<file path="src/rtl/mem_2p_be.sv">
// rtl/mem_2p_be.sv - simple dual-port RAM with lane write enables, 1/2-cycle read latency and clear sweep
// Optional feature macro: MEM_WR_BYPASS_EN (write-first forwarding on same-address read/write)
module mem_2p_be #(
    parameter int DATA_WIDTH = 16,
    parameter int LANE_WIDTH = 8,
    parameter int MAX_ADDR   = 8,
    parameter int ADDRSIZE   = $clog2(MAX_ADDR),
    parameter int RD_LATENCY = 1
) (
    input  logic                             clk,
    input  logic                             reset,
    input  logic                             clr_req,
    output logic                             busy,
    input  logic                             rd_en,
    input  logic [ADDRSIZE-1:0]              rd_addr,
    output logic [DATA_WIDTH-1:0]            rd_data,
    output logic                             rd_valid,
    input  logic                             wr_en,
    input  logic [ADDRSIZE-1:0]              wr_addr,
    input  logic [DATA_WIDTH-1:0]            wr_data,
    input  logic [DATA_WIDTH/LANE_WIDTH-1:0] wr_be
);
    localparam int LANES = DATA_WIDTH / LANE_WIDTH;

    localparam logic [0:0] ST_CLEAR = 1'b0;
    localparam logic [0:0] ST_IDLE  = 1'b1;

    localparam logic [ADDRSIZE-1:0] LAST_ADDR  = ADDRSIZE'(MAX_ADDR - 1);
    localparam logic [ADDRSIZE:0]   ADDR_LIMIT = (ADDRSIZE + 1)'(MAX_ADDR);

    logic [0:0]            state;
    logic [ADDRSIZE-1:0]   clr_addr;
    logic [DATA_WIDTH-1:0] mem [MAX_ADDR];

    logic                  accept;
    logic                  rd_acc;
    logic                  wr_acc;
    logic                  rd_in_range;
    logic                  wr_in_range;
    logic [DATA_WIDTH-1:0] rd_word;

    assign busy        = reset || (state == ST_CLEAR);
    // The cycle that accepts clr_req also drops any read/write issued alongside it.
    assign accept      = !busy && !clr_req;
    assign rd_acc      = rd_en && accept;
    assign wr_acc      = wr_en && accept;
    assign rd_in_range = {1'b0, rd_addr} < ADDR_LIMIT;
    assign wr_in_range = {1'b0, wr_addr} < ADDR_LIMIT;

    always_ff @(posedge clk) begin
        if (reset) begin
            state    <= ST_CLEAR;
            clr_addr <= '0;
        end else if (state == ST_CLEAR) begin
            if (clr_addr == LAST_ADDR) begin
                state <= ST_IDLE;
            end else begin
                clr_addr <= clr_addr + 1'b1;
            end
        end else if (clr_req) begin
            state    <= ST_CLEAR;
            clr_addr <= '0;
        end
    end

    // No reset on the array itself so it can map onto block RAM; the sweep zeroes it.
    always_ff @(posedge clk) begin
        if (!reset) begin
            if (state == ST_CLEAR) begin
                mem[clr_addr] <= '0;
            end else if (wr_acc && wr_in_range) begin
                for (int i = 0; i < LANES; i++) begin
                    if (wr_be[i]) begin
                        mem[wr_addr][i*LANE_WIDTH +: LANE_WIDTH] <= wr_data[i*LANE_WIDTH +: LANE_WIDTH];
                    end
                end
            end
        end
    end

    always_comb begin
        rd_word = '0;
        if (rd_in_range) begin
            rd_word = mem[rd_addr];
`ifdef MEM_WR_BYPASS_EN
            if (wr_acc && (wr_addr == rd_addr)) begin
                for (int i = 0; i < LANES; i++) begin
                    if (wr_be[i]) begin
                        rd_word[i*LANE_WIDTH +: LANE_WIDTH] = wr_data[i*LANE_WIDTH +: LANE_WIDTH];
                    end
                end
            end
`endif
        end
    end

    generate
        if (RD_LATENCY == 2) begin : g_lat2
            logic                  p1_valid;
            logic [DATA_WIDTH-1:0] p1_data;

            always_ff @(posedge clk) begin
                if (reset) begin
                    p1_valid <= 1'b0;
                    p1_data  <= '0;
                    rd_valid <= 1'b0;
                    rd_data  <= '0;
                end else begin
                    p1_valid <= rd_acc;
                    if (rd_acc) begin
                        p1_data <= rd_word;
                    end
                    rd_valid <= p1_valid;
                    if (p1_valid) begin
                        rd_data <= p1_data;
                    end
                end
            end
        end else begin : g_lat1
            always_ff @(posedge clk) begin
                if (reset) begin
                    rd_valid <= 1'b0;
                    rd_data  <= '0;
                end else begin
                    rd_valid <= rd_acc;
                    if (rd_acc) begin
                        rd_data <= rd_word;
                    end
                end
            end
        end
    endgenerate
endmodule

</file>
<file path="config.mk">
export PLATFORM = sky130hd
export DESIGN_NAME = mem_2p_be
export DESIGN_NICKNAME = d
export VERILOG_FILES = /design/src/rtl/mem_2p_be.sv
export SDC_FILE = /design/constraint.sdc
export NUM_CORES = 1
export LEC_CHECK = 0
export CAP_MARGIN = 20
export CORE_MARGIN = 10
export CORE_UTILIZATION = 40
export CTS_CLUSTER_DIAMETER = 80
export CTS_CLUSTER_SIZE = 25
export DETAILED_ROUTE_END_ITERATION = 12
export GPL_ROUTABILITY_DRIVEN = 0
export SYNTH_ARGS = -nofsm -noshare
export SYNTH_HDL_FRONTEND = slang
export SYNTH_SLANG_ARGS = --single-unit
</file>
<file path="constraint.sdc">
create_clock -name clk -period 6.2 [get_ports clk]
set_input_delay 1.55 -clock clk [delete_from_list [all_inputs] [get_ports clk]]
set_output_delay 1.55 -clock clk [all_outputs]
set_load 0.005 [all_outputs]
</file>
==> key figures, run 1 <==
Setup path
  – Crit end category: primary output
  – Cells on worst reg2reg path: 5
  – Reg-to-Reg Start: state$_SDFF_PP0_
  – Crit path required time: 4.65 ns
  – R2R setup slack: 3.70 ns
  – Reg-to-Reg End: mem[6][12]$_DFFE_PP_
  – Critical Path Start Type: input pin
  – Crit path max fanout: 23
  – Kind of critical path: input pin to primary output
  – Crit path arrival time: 3.03 ns

Clocking
  – TritonCTS clock tree: done
  – Clk sinks: roughly 150
  – CTS max path bufs: 2
  – CTS Root Cell: clkbuf_16
  – Clk slew on worst S/H paths: roughly 0.050 ns
  – Skew-Pair Late Insertion Delay: 0.41 ns
  – Cts bufs inserted: 17
  – Post-CTS Hold Fix Bufs: 0
  – H-tree lvl count: 4
  – Cts repair resizes: 0
  – Setup Buffers After CTS: 0

Logic synthesis
  – Synthesized area: 0.00603 mm²
  – Mapped Nets: 435
  – Post-synth ARST share: 0%
  – Avg Inst Size Synth: ~15 µm²
  – Most numerous cell in the Yosys netlist: edfxtp_1
  – Most used flip-flop cell after synthesis: edfxtp_1
  – Yosys warns: 0
  – Synth top cells by count: edfxtp_1 (128), mux2i_1 (69), nor2_1 (40), a22oi_1 (32), dfxtp_1 (21)
  – Synthesis-stage register bit count: around 150
  – Register area share after synthesis: slightly above 70%
  – Post-synth cell types: 30
  – Synth area leaders: edfxtp_1 (64%), mux2i_1 (11%), dfxtp_1 (7.0%)
  – Share of the synthesized area in the top cell type: between 60% and 70%
  – Post-synth EDFFs: ~130
  – Mapped Cells: 404
  – Cell taking the most area after synthesis: edfxtp_1

Finish
  – Layout area overhead: 20.9%
  – Fin util: 49.8%
  – FF+latch area: 0.00426 mm²
  – Area occupied by multi-input gates: 0.00165 mm²
  – Fill cells: 1,215
  – # diodes: 0
  – Share of cells above drive strength 1: 9.33%
  – Nets: 479
  – Fin cells: between 600 and 700
  – Cell area after layout: 0.00729 mm²

Pwr
  – Overall power: about 2.3 mW
  – Power Density: 315 mW/mm²
  – Peak VDD IR: roughly 0.20 mV
  – Leakage: around 2.5 nW

Min path
  – Hold Crit Depth: 2
  – Worst Hold Launch: rd_data[11]$_SDFFE_PP0P_
  – Hold EP: rd_data[11]$_SDFFE_PP0P_
  – Worst min-delay path category: flip-flop to flip-flop

Routing
  – Via density: between 5 and 6
  – Initial DRC count: 383
  – Antenna-violating nets left: 0
  – Residual DRC: 0
  – Drt pass-1 iters: 5
  – Mean routed wirelength per cell: 20.0 µm
  – Vias: 3,385
  – Routed WL: ~13 mm

Place
  – Placed instance count: between 600 and 700
  – HPWL after detailed placement: 8.62 mm
  – Cell Area, Placed: 0.00665 mm²
  – Port bufs: 46

STA
  – Slew margin rel.: 27.7%
  – Fmax: 0.219 GHz
  – Setup violations, final: 0
  – Slew at the pin with the worst max-slew slack: 1.08 ns
  – RSZ-0062 raised after global routing: no
  – Max Slew Vio Count: 0
  – Setup TNS Final: 0 ns
  – Tcrit/Tclk final: 73.8%
  – Hold Vio Cnt, Final: 0
  – Setup Skew: about 0.006 ns
  – Tmin final: 4.58 ns

Floorplanning
  – Starting Density: between 40% and 50%
  – Die area: 0.0204 mm²
  – Die Wd: 143 µm
  – IO Count: 47
  – Die H: 143 µm
  – Row count: 44
  – CORE AREA: between 0.01 and 0.015 mm²

Global route
  – Vias in the first global route: 3,543
  – First-pass GRT wire length: 20.5 mm
  – Largest net degree at the start of global routing: 64
  – Number of antenna violations at the first check in global routing: 0
  – GRT Util Overall: 13.4%
  – GR Overflow Total: 0

Run status
  – Status: complete, no violations

Run
  – Max-cap violations: 0
-- flip-flops by register name, summed over array words and instances, names as in the netlist --
signal and cells:
rd_data 16, state 1, clr_addr 3, rd_valid 1
mem 128
-- routing by layer --
metal	track usage [%]	up-vias	part of all wire (%)
li1	-	1621	-
met1	17.9	1649	46
met2	20.2	107	46
met3	4.11	8	7.1
met4	5.21	0	1.0
met5	0	-	0
-- report_power, final --
part	internal, mW	switching, mW
Clock	0.700	0.371
Sequential	1.11	0.0111
Combinational	0.0476	0.0606
-- critical path: stages --
cell	delay, ns
clkdlybuf4s50_1	0.45
buf_4	0.28
nand2b_2	0.22
clkdlybuf4s50_1	0.51
-- cell families (layout without fill, tap and decap cells) --
| family | count (synthesis) | after routing | synth area share [%] |
|---|---|---|---|
| AO/OA/AOI/OAI | 52 | 52 | 5.97 |
| adder cells (fa/ha/maj) | 2 | 2 | 0.415 |
| buffers and inverters | 28 | 85 | 2.09 |
| flip-flops | 149 | 149 | 70.7 |
| multiplexers | 72 | 72 | 12.2 |
| AND/OR/NAND/NOR | 101 | 101 | 8.63 |
-- how the worst max path moves through the flow --
stage           from   end
2_1_floorplan  reset  busy
3_3_place_gp   reset  busy
3_5_place_dp   reset  busy
4_1_cts        reset  busy
5_1_grt        reset  busy
6_report       reset  busy
-- layout by cell type (no fill, tap or decap), drive strengths merged --
cell | Yosys | routed
o32ai | 1 | 1
edfxtp | 128 | 128
nor2 | 40 | 40
and2 | 17 | 17
ha | 2 | 2
clkdlybuf4s50 | 0 | 45
a21oi | 16 | 16
a22oi | 32 | 32
nor2b | 5 | 5
nand2 | 5 | 5
mux4 | 1 | 1
nand3 | 2 | 2
clkbuf | 15 | 28
mux2i | 69 | 69
a22o | 1 | 1
dfxtp | 21 | 21
mux2 | 2 | 2
buf | 11 | 6
clkinvlp | 0 | 1
and3b | 2 | 2
nand2b | 2 | 2
bufinv | 0 | 1
nand3b | 2 | 2
a21o | 2 | 2
nor3b | 7 | 7
or3b | 1 | 1
nor3 | 18 | 18
clkinv | 0 | 1
inv | 2 | 3
-- stage by stage --
| stage | hold WS, ns | setup slack [ns] |
|---|---|---|
| 2_1_floorplan | 0.484 | 2.92 |
| 6_report | 0.491 | 1.62 |
| 3_5_place_dp | 0.482 | 1.62 |
| 3_3_place_gp | 0.483 | 1.62 |
| 4_1_cts | 0.494 | 1.61 |
| 5_1_grt | 0.516 | 1.53 |
-- area by class of cell --
cell class | count | area share, %
flip-flops and latches | 149 | 58.5
clock inverters | 4 | 0.669
inverters | 2 | 0.103
clock buffers | 28 | 8.23
multi-input cells | 227 | 22.6
repair buffers | 51 | 6.79
well taps | 184 | 3.16
(Power assumes the default switching activity.)
==> inputs of run 2 (changes only) <==
==> constraint.sdc (replaced) <==
create_clock -name clk -period 4.5 [get_ports clk]
set_input_delay 1.125 -clock clk [delete_from_list [all_inputs] [get_ports clk]]
set_output_delay 1.125 -clock clk [all_outputs]
set_load 0.005 [all_outputs]
==> key figures, run 2 (synthesis gave the netlist of run 1 again) <==
Run status
  – Status: complete, no violations

Setup path
  – Worst path top cell family by delay: buffers and inverters
  – Largest stage delay on the critical path: 0.52 ns
  – Critical Path Start Type: input pin
  – Crit path required time: between 3 and 4 ns
  – Crit path max fanout: 3
  – CP Cell Sequence: clkdlybuf4s50_1 > nand2b_2 > clkdlybuf4s50_1
  – Crit path arrival time: 2.28 ns
  – WP buf/inv: 2
  – Most used cell, CP: clkdlybuf4s50_1
  – Kind of critical path: input pin to primary output
  – Slowest stage cell, crit path: clkdlybuf4s50_1
  – Crit end category: primary output

Run
  – Max-cap violations: 0

Floorplanning
  – Die Wd: 143 µm
  – IO Count: 47
  – Die area: a little over 0.02 mm²
  – Die H: 143 µm
  – Row count: 44
  – CORE AREA: ~0.015 mm²
  – Starting Density: 41.2%

Global route
  – Largest net degree at the start of global routing: 43
  – First-pass GRT wire length: 19.7 mm
  – GR Overflow Total: 0
  – GRT Util Overall: between 10% and 20%
  – Number of antenna violations at the first check in global routing: 0
  – Vias in the first global route: 3,504

STA
  – RSZ-0062 raised after global routing: no
  – Max Slew Vio Count: 0
  – Slew at the pin with the worst max-slew slack: ~0.94 ns
  – Hold Vio Cnt, Final: 0
  – Fmax: 0.293 GHz
  – Setup violations, final: 0
  – Setup Skew: 0.00801 ns
  – Slew margin rel.: 37.3%
  – Tcrit/Tclk final: 75.7%
  – Setup TNS Final: 0 ns
  – Tmin final: ~3.4 ns

Pwr
  – Clk network pwr share: 45.8%
  – Power Density: 427 mW/mm²
  – Peak VDD IR: 0.306 mV
  – Sequential share of power: between 40% and 50%
  – Logic pwr share: 5.0%
  – Psw: 0.620 mW
  – Leakage: 2.48 nW
  – Internal power: 2.51 mW
  – Switching Fraction: 19.8%

Finish
  – # diodes: 0
  – Most flop-heavy register: mem
  – Most frequent cells in the layout: edfxtp_1 (128), mux2i_1 (69), clkdlybuf4s50_1 (45)
  – Fin cells: around 650
  – Largest register FFs: ~130
  – Share of cells above drive strength 1: 10.7%
  – Most common cell after layout, fill and taps aside: edfxtp_1
  – Biggest regs: mem (128), rd_data (16), clr_addr (3)
  – Layout area overhead: 21.3%
  – Fill cells: roughly 1,200
  – Nets: 487
  – Fin util: 50.0%

Clocking
  – Cts repair resizes: 0
  – Clk sinks: 149
  – Setup Buffers After CTS: 0
  – Clk slew on worst S/H paths: 0.06 ns
  – CTS Root Cell: clkbuf_16
  – CTS max path bufs: 2
  – Cts bufs inserted: 17
  – Post-CTS Hold Fix Bufs: 0
  – H-tree lvl count: 4
  – Skew-Pair Late Insertion Delay: 0.42 ns
  – TritonCTS clock tree: done

Routing
  – Drt pass-1 iters: 4
  – Residual DRC: 0
  – Via density: 5.24
  – Initial DRC count: between 200 and 300
  – Routed WL: 12.6 mm
  – Antenna-violating nets left: 0
  – Mean routed wirelength per cell: roughly 19 µm
  – Vias: 3,421

Min path
  – Worst min-delay path category: flip-flop to flip-flop

Place
  – Port bufs: between 40 and 50
  – HPWL after detailed placement: 8.21 mm
  – Placed instance count: approximately 620
[run 2: changes by cell type in the layout (fill, tap and decap cells not counted), sizes merged]
cell	delta
bufinv	+2
buf	+8
inv	-1
clkinv	+3
clkbuf	-5
clkinvlp	+1
[run 2: power by group through the flow]
stage	combinational, mW	sequential, mW	clock, mW
final	0.157	1.54	1.43
after global routing	0.171	1.54	1.51
after global placement	0.154	1.57	0
after floorplan	0.0975	1.56	0
after CTS	0.158	1.54	1.45
after detailed placement	0.158	1.57	0
[run 2: worst paths after layout]
kind                            startpoint                  endpoint  slack [ns]  cells after the start
setup reg to reg          state$_SDFF_PP0_      mem[7][10]$_DFFE_PP_        2.04                      4
setup / recovery                     reset                      busy        1.09                      3
hold / removal    rd_data[12]$_SDFFE_PP0P_  rd_data[12]$_SDFFE_PP0P_        0.49                      2
hold reg to reg   rd_data[12]$_SDFFE_PP0P_  rd_data[12]$_SDFFE_PP0P_        0.49                      2
[run 2: layout make-up]
type / count / area, µm² / area share (%)
clock buffers: 23 / 478 / 6.53
flip-flops and latches: 149 / 4260 / 58.3
well taps: 184 / 230 / 3.15
repair buffers: 59 / 556 / 7.59
multi-input cells: 227 / 1650 / 22.6
inverters: 2 / 7.51 / 0.103
clock inverters: 9 / 128 / 1.74
[run 2: layer usage]
| layer | global-route usage, % | part of all wire (%) | vias to the layer above |
|---|---|---|---|
| li1 | - | - | 1635 |
| met1 | 16.6 | 46 | 1685 |
| met2 | 19.9 | 47 | 82 |
| met3 | 3.28 | 5.4 | 19 |
| met4 | 6.73 | 2.2 | 0 |
| met5 | 0 | 0 | - |
[run 2: tightest hold or removal path: cells and delay by family (launching register included)]
family / cells / cell delay, ns
flops: 1 / 0.31
simple gates: 2 / 0.13
[run 2: per-stage QoR]
step / power [mW] / hold slack, ns / instance area [µm²] / worst slack (ns)
4_1_cts: 3.15 / 0.492 / 7320 / 1.08
5_1_grt: 3.22 / 0.499 / 7320 / 1.03
2_1_floorplan: 1.66 / 0.484 / 6030 / 1.66
3_5_place_dp: 1.73 / 0.479 / 6710 / 0.813
6_report: 3.13 / 0.489 / 7320 / 1.09
3_3_place_gp: 1.72 / 0.482 / 6710 / 0.891
==> patch 1: new RTL, config.mk and constraints of run 2 <==
Build with the macro `MEM_WR_BYPASS_EN` defined.
--- a/src/rtl/mem_2p_be.sv
+++ b/src/rtl/mem_2p_be.sv
@@ -1,4 +1,6 @@
 // rtl/mem_2p_be.sv - simple dual-port RAM with lane write enables, 1/2-cycle read latency and clear sweep
 // Optional feature macro: MEM_WR_BYPASS_EN (write-first forwarding on same-address read/write)
+`define MEM_WR_BYPASS_EN
+
 module mem_2p_be #(
     parameter int DATA_WIDTH = 16,
Function: changed (a bounded check fails within 10 cycles, from zero or initial values and one cycle with reset high).
==> patch 1 against run 2 <==
- core utilization shrank 1.4 points
- non-clock buffer count shrank 3
- synthesized area grew 2.8%
- first-iteration DRC count grew 28%
- sequential cell count is the same
- total power shrank 3.0%
- setup slack lost 0.38 ns
- cell area grew 0.99%
- sequential share of layout area shrank 0.57 points
- critical path depth grew 1
- clock power shrank 8%
- routed wire length grew 7.3%
- global-route usage grew 0.63 points
- combinational power grew 16%
==> patch 1: results (changes against run 2) <==
Drt
  • DR vias: 3,476 (was 3,421)
  • Iteration count of the initial detailed-routing pass: 5 (was 4)
  • DR iter-0 viols: 372 (was 291)
  • Final wirelength: 13,500 µm (was 12,600 µm)

Worst setup path
  • Reg2reg start: state (unchanged)
  • Critical Path Sink: busy (unchanged)
  • CP max FO: 24 (was 3)
  • Slack of the worst reg-to-reg path: 1.84 ns (was 2.04 ns)
  • Data arrival time of the critical path: 2.66 ns (was 2.28 ns)
  • Critical Path Source: reset (unchanged)
  • R2r endpoint: mem[3][10] (was mem[7][10])
  • Critical Path Slowest Stage Cell: clkdlybuf4s50_1 (unchanged)
  • Worst reg-to-reg path cell count: 4 (unchanged)
  • CP delay by family, top: buffers and inverters (unchanged)
  • Max incr delay on CP: 0.52 ns (about the same)

Power and ir drop
  • VDD IR-drop max: 0.273 mV (was 0.306 mV)
  • P_leak: 2.43 nW (was 2.48 nW)
  • P_int: 2.39 mW (was 2.51 mW)

CTS
  • Clock buffer count from CTS: 17 (unchanged)
  • CTS H-tree depth: 4 (unchanged)
  • Clock tree root driver cell: clkbuf_16 (unchanged)
  • Clk Latency, worst-skew pair: 0.42 ns (about the same)
  • CTS clk-pin slew, worst paths: 0.06 ns (about the same)
  • # Post-CTS Setup Buffers: 0 (unchanged)
  • # resized after CTS: 0 (unchanged)
  • Longest Clk Path Bufs: 2 (unchanged)

Layout
  • Net count, final: 449 (was 487)
  • Number of diodes: 0 (unchanged)
  • Layout cell share with drive strength beyond 1: 18.3% (was 10.7%)
  • Largest regs: mem x128, rd_data x16, clr_addr x3 (unchanged)
  • Filler cells: 1,254 (was 1,229)

GRT
  • Largest net degree at the start of global routing: 34 (was 43)
  • Global-route wire length before repair: 21,000 µm (was 19,700 µm)
  • Initial antenna violation count: 0 (unchanged)
  • Total GRT Usage: 13.6% (was 12.9%)
  • Vias in the first global route: 3,558 (was 3,504)

Logic synthesis
  • Yosys cell types: 31 (was 30)
  • Sequential area share after synthesis: 68.8% (was 70.7%)
  • Syn Nets: 401 (was 435)
  • Synth warn: 0 (unchanged)
  • Leading post-synthesis cells by cell area: edfxtp_1 (62%), mux4_2 (12%), dfxtp_1 (6.8%) (was edfxtp_1 (64%), mux2i_1 (11%), dfxtp_1 (7.0%))
  • Post-synth EDFFs: 128 (unchanged)
  • Most frequent cells after synthesis: edfxtp_1 (128), nor2_1 (40), mux4_2 (32) (was edfxtp_1 (128), mux2i_1 (69), nor2_1 (40))

Placed design
  • IO Port Bufs: 46 (unchanged)
  • Post-DP HPWL: 9020 µm (was 8210 µm)

Min path
  • Hold Path Class: reg -> reg (unchanged)

STA
  • Fin Clk Skew: 0.0136 ns (was 0.00801 ns)
  • Max_slew headroom: 32.0% (was 37.3%)

Status
  • Status: complete, no violations (unchanged)
-- patch 1: through the flow --
stage               worst slack, ns  area [µm²]  hold WS, ns  instances  total power, mW
detailed placement            0.656        6830        0.495        587             1.74
CTS                           0.709        7390        0.504        619             3.05
global placement              0.735        6830        0.496        587             1.74
global route                  0.631        7390        0.515        619             3.14
finish                        0.716        7390        0.501        619             3.03
floorplan                      1.69        6200        0.492        370             1.67
-- patch 1: layer usage --
layer	vias to the layer above	wire length [µm]	share of wire, %	track usage (%)
met3	12	729	5.4	3.71
li1	1574	-	-	-
met2	102	6590	49	21.2
met1	1788	6040	45	17.8
met4	0	176	1.3	4.89
met5	-	0	0	0
-- patch 1: worst min path at each step --
stage	cells after the start	start	slack [ns]	endpoint
final	2	rd_data[2]	0.50	rd_data[2]
after global placement	2	rd_data[15]	0.50	rd_data[15]
after CTS	2	rd_data[2]	0.50	rd_data[2]
after detailed placement	2	rd_data[2]	0.49	rd_data[2]
after floorplan	2	rd_data[10]	0.49	rd_data[10]
after global routing	2	rd_data[12]	0.52	rd_data[12]
-- patch 1: area by class of cell --
class,instances,share of cell area [%]
well taps,188,3.18
inverters,3,0.152
clock inverters,13,1.47
clock buffers,19,6.13
flip-flops and latches,149,57.7
multi-input cells,191,24.2
repair buffers,56,7.18
-- patch 1: logic make-up after synthesis --
group,share of synthesized area (%)
and+or+nand+nor,7.75
AOI/OAI and AO/OA,5.59
DFF,68.8
adders and majority gates,0.403
buffers and inverters,2.56
muxes,14.5
xor gates and xnor gates,0.424
-- patch 1: power groups by stage --
stage,clock (mW),sequential [mW],combinational [mW]
5_1_grt,1.41,1.53,0.196
6_report,1.32,1.53,0.182
4_1_cts,1.34,1.53,0.184
2_1_floorplan,0,1.56,0.116
3_3_place_gp,0,1.56,0.182
3_5_place_dp,0,1.56,0.183
-- patch 1: worst reg2reg max path: cells and delay by family, from the launching register on --
kind             cells  cell delay [ns]
AO/OA/AOI/OAI        1             0.18
flip-flops           1             0.52
AND/OR/NAND/NOR      3             1.59
==> patch 2: new RTL, config.mk and constraints of run 2 <==
Made on the original files. Add an input register stage for `rd_en`; this delays it by one clock. The other inputs are not delayed to match.
--- a/src/rtl/mem_2p_be.sv
+++ b/src/rtl/mem_2p_be.sv
@@ -29,4 +29,10 @@
     localparam logic [ADDRSIZE:0]   ADDR_LIMIT = (ADDRSIZE + 1)'(MAX_ADDR);
 
+    logic rd_en_q;
+
+    always_ff @(posedge clk) begin
+        rd_en_q <= rd_en;
+    end
+
     logic [0:0]            state;
     logic [ADDRSIZE-1:0]   clr_addr;
@@ -43,5 +49,5 @@
     // The cycle that accepts clr_req also drops any read/write issued alongside it.
     assign accept      = !busy && !clr_req;
-    assign rd_acc      = rd_en && accept;
+    assign rd_acc      = rd_en_q && accept;
     assign wr_acc      = wr_en && accept;
     assign rd_in_range = {1'b0, rd_addr} < ADDR_LIMIT;
Behaviour: not the same (Yosys sat finds a counterexample within 10 cycles, from zero or initial values and one cycle with reset high).
==> patch 2 against run 2 <==
- setup slack lost 0.056 ns
- via count grew 0.32%
- total power shrank 0.79%
- cell area shrank 0.36%
- sequential cell count grew 1
- routed wire length grew 2.1%
- synthesized area grew 0.33%
- critical path type unchanged
==> patch 2: results (changes against run 2) <==
GRT
  • Vias in the first global route: 3,475 (was 3,504)
  • Total GRT Usage: 13.0% (was 12.9%)
  • Initial antenna violation count: 0 (unchanged)
  • Global-route wire length before repair: 20,000 µm (was 19,700 µm)
  • Largest net degree at the start of global routing: 55 (was 43)

Logic synthesis
  • Sequential area share after synthesis: 70.8% (was 70.7%)
  • Leading post-synthesis cells by cell area: edfxtp_1 (64%), mux2i_1 (11%), dfxtp_1 (7.3%) (was edfxtp_1 (64%), mux2i_1 (11%), dfxtp_1 (7.0%))
  • Synth warn: 0 (unchanged)
  • Most frequent cells after synthesis: edfxtp_1 (128), mux2i_1 (69), nor2_1 (40) (unchanged)
  • Synthesized area per cell: 14.9 µm² (about the same)
  • Syn Nets: 436 (was 435)
  • Ys flop type: edfxtp_1 (unchanged)
  • Post-synth EDFFs: 128 (unchanged)

CTS
  • Longest Clk Path Bufs: 2 (unchanged)
  • # Post-CTS Setup Buffers: 0 (unchanged)
  • CTS H-tree depth: 4 (unchanged)
  • CTS clk-pin slew, worst paths: 0.06 ns (about the same)
  • # resized after CTS: 0 (unchanged)
  • Clk Latency, worst-skew pair: ~0.41 ns
  • Clock buffer count from CTS: 17 (unchanged)

Drt
  • DR vias/cell: 5.28 (was 5.24)
  • DR iter-0 viols: 340 (was 291)
  • WL/cell: 19.8 µm (was 19.3 µm)
  • Iteration count of the initial detailed-routing pass: 4 (unchanged)

Placed design
  • Post-DP HPWL: 8420 µm (was 8210 µm)
  • Setup WS pre-CTS: 0.711 ns (was 0.813 ns)
  • Dpl cell area: 6700 µm² (was 6710 µm²)
  • Placed Cells: 619 (was 621)

Job
  • Max-Cap Viols: 0 (unchanged)

Layout
  • Number of diodes: 0 (unchanged)
  • Filler cells: 1,213 (was 1,229)
  • Net count, final: 485 (was 487)
  • Layout cell share with drive strength beyond 1: 9.87% (was 10.7%)
  • Largest regs: mem x128, rd_data x16, clr_addr x3 (unchanged)
  • Final cell count without fillers: 650 (was 653)

Worst setup path
  • Critical Path Slowest Stage Cell: clkdlybuf4s50_1 (unchanged)
  • Data arrival time of the critical path: 2.34 ns (was 2.28 ns)
  • CP max FO: 3 (unchanged)

STA
  • Final Hold Vio Count: 0 (unchanged)
  • Max_slew headroom: 36.1% (was 37.3%)
  • Fin Clk Skew: 0.00507 ns (was 0.00801 ns)

Power and ir drop
  • VDD IR-drop max: 0.260 mV (was 0.306 mV)
  • P_leak: 2.46 nW (was 2.48 nW)

Status
  • Status: complete, no violations (unchanged)

Min path
  • Hold Path Class: reg -> reg (unchanged)
## patch 2: changes by cell type after synthesis
cell | before | now
dfxtp_1 | 21 | 22
## patch 2: stage by stage
step	power, mW	util, %
finish	3.10	49.6
global route	3.19	49.6
CTS	3.12	49.6
detailed placement	1.73	45.6
global placement	1.73	45.6
floorplan	1.67	-
## patch 2: routing by layer
metal	track usage (%)	routed length (µm)	part of all wire, %
met1	17.8	5950	46
met2	19.5	5890	46
met3	3.98	961	7.5
met4	3.96	93	0.72
met5	0	0	0
## patch 2: critical path, delay by kind of cell
| kind | cells | cell delay [ns] |
|---|---|---|
| buf+inv | 2 | 1.04 |
| simple gates | 1 | 0.18 |
## patch 2: worst paths after layout
path | cells after the start | slack (ns) | to | from
worst max-delay path | 3 | 1.04 | busy | reset
worst max register to register | 6 | 2.01 | mem[6][7] | state
worst min-delay path | 2 | 0.49 | rd_data[11] | rd_data[11]
worst min register to register | 2 | 0.49 | rd_data[11] | rd_data[11]
## patch 2: cells by family after synthesis
logic type,synth area share (%)
flip-flops,70.8
AND/OR/NAND/NOR,8.60
buffers and inverters,2.09
adder cells (fa/ha/maj),0.413
AO/OA/AOI/OAI,5.95
multiplexers,12.2
## patch 2: final cells by class
| class | instances | area, µm² | share of cell area [%] |
|---|---|---|---|
| tap | 184 | 230 | 3.16 |
| multi-input combinational | 227 | 1650 | 22.6 |
| clock inverter | 13 | 158 | 2.16 |
| inverter | 2 | 7.51 | 0.103 |
| timing repair buffer | 56 | 533 | 7.31 |
| clock buffer | 18 | 429 | 5.89 |
| sequential | 150 | 4280 | 58.8 |
## patch 2: power by group
group | total, mW | switching (mW) | internal, mW
Combinational | 0.151 | 0.0855 | 0.0659
Clock | 1.40 | 0.535 | 0.866
Sequential | 1.55 | 0.0153 | 1.53
Total | 3.10 | 0.636 | 2.47
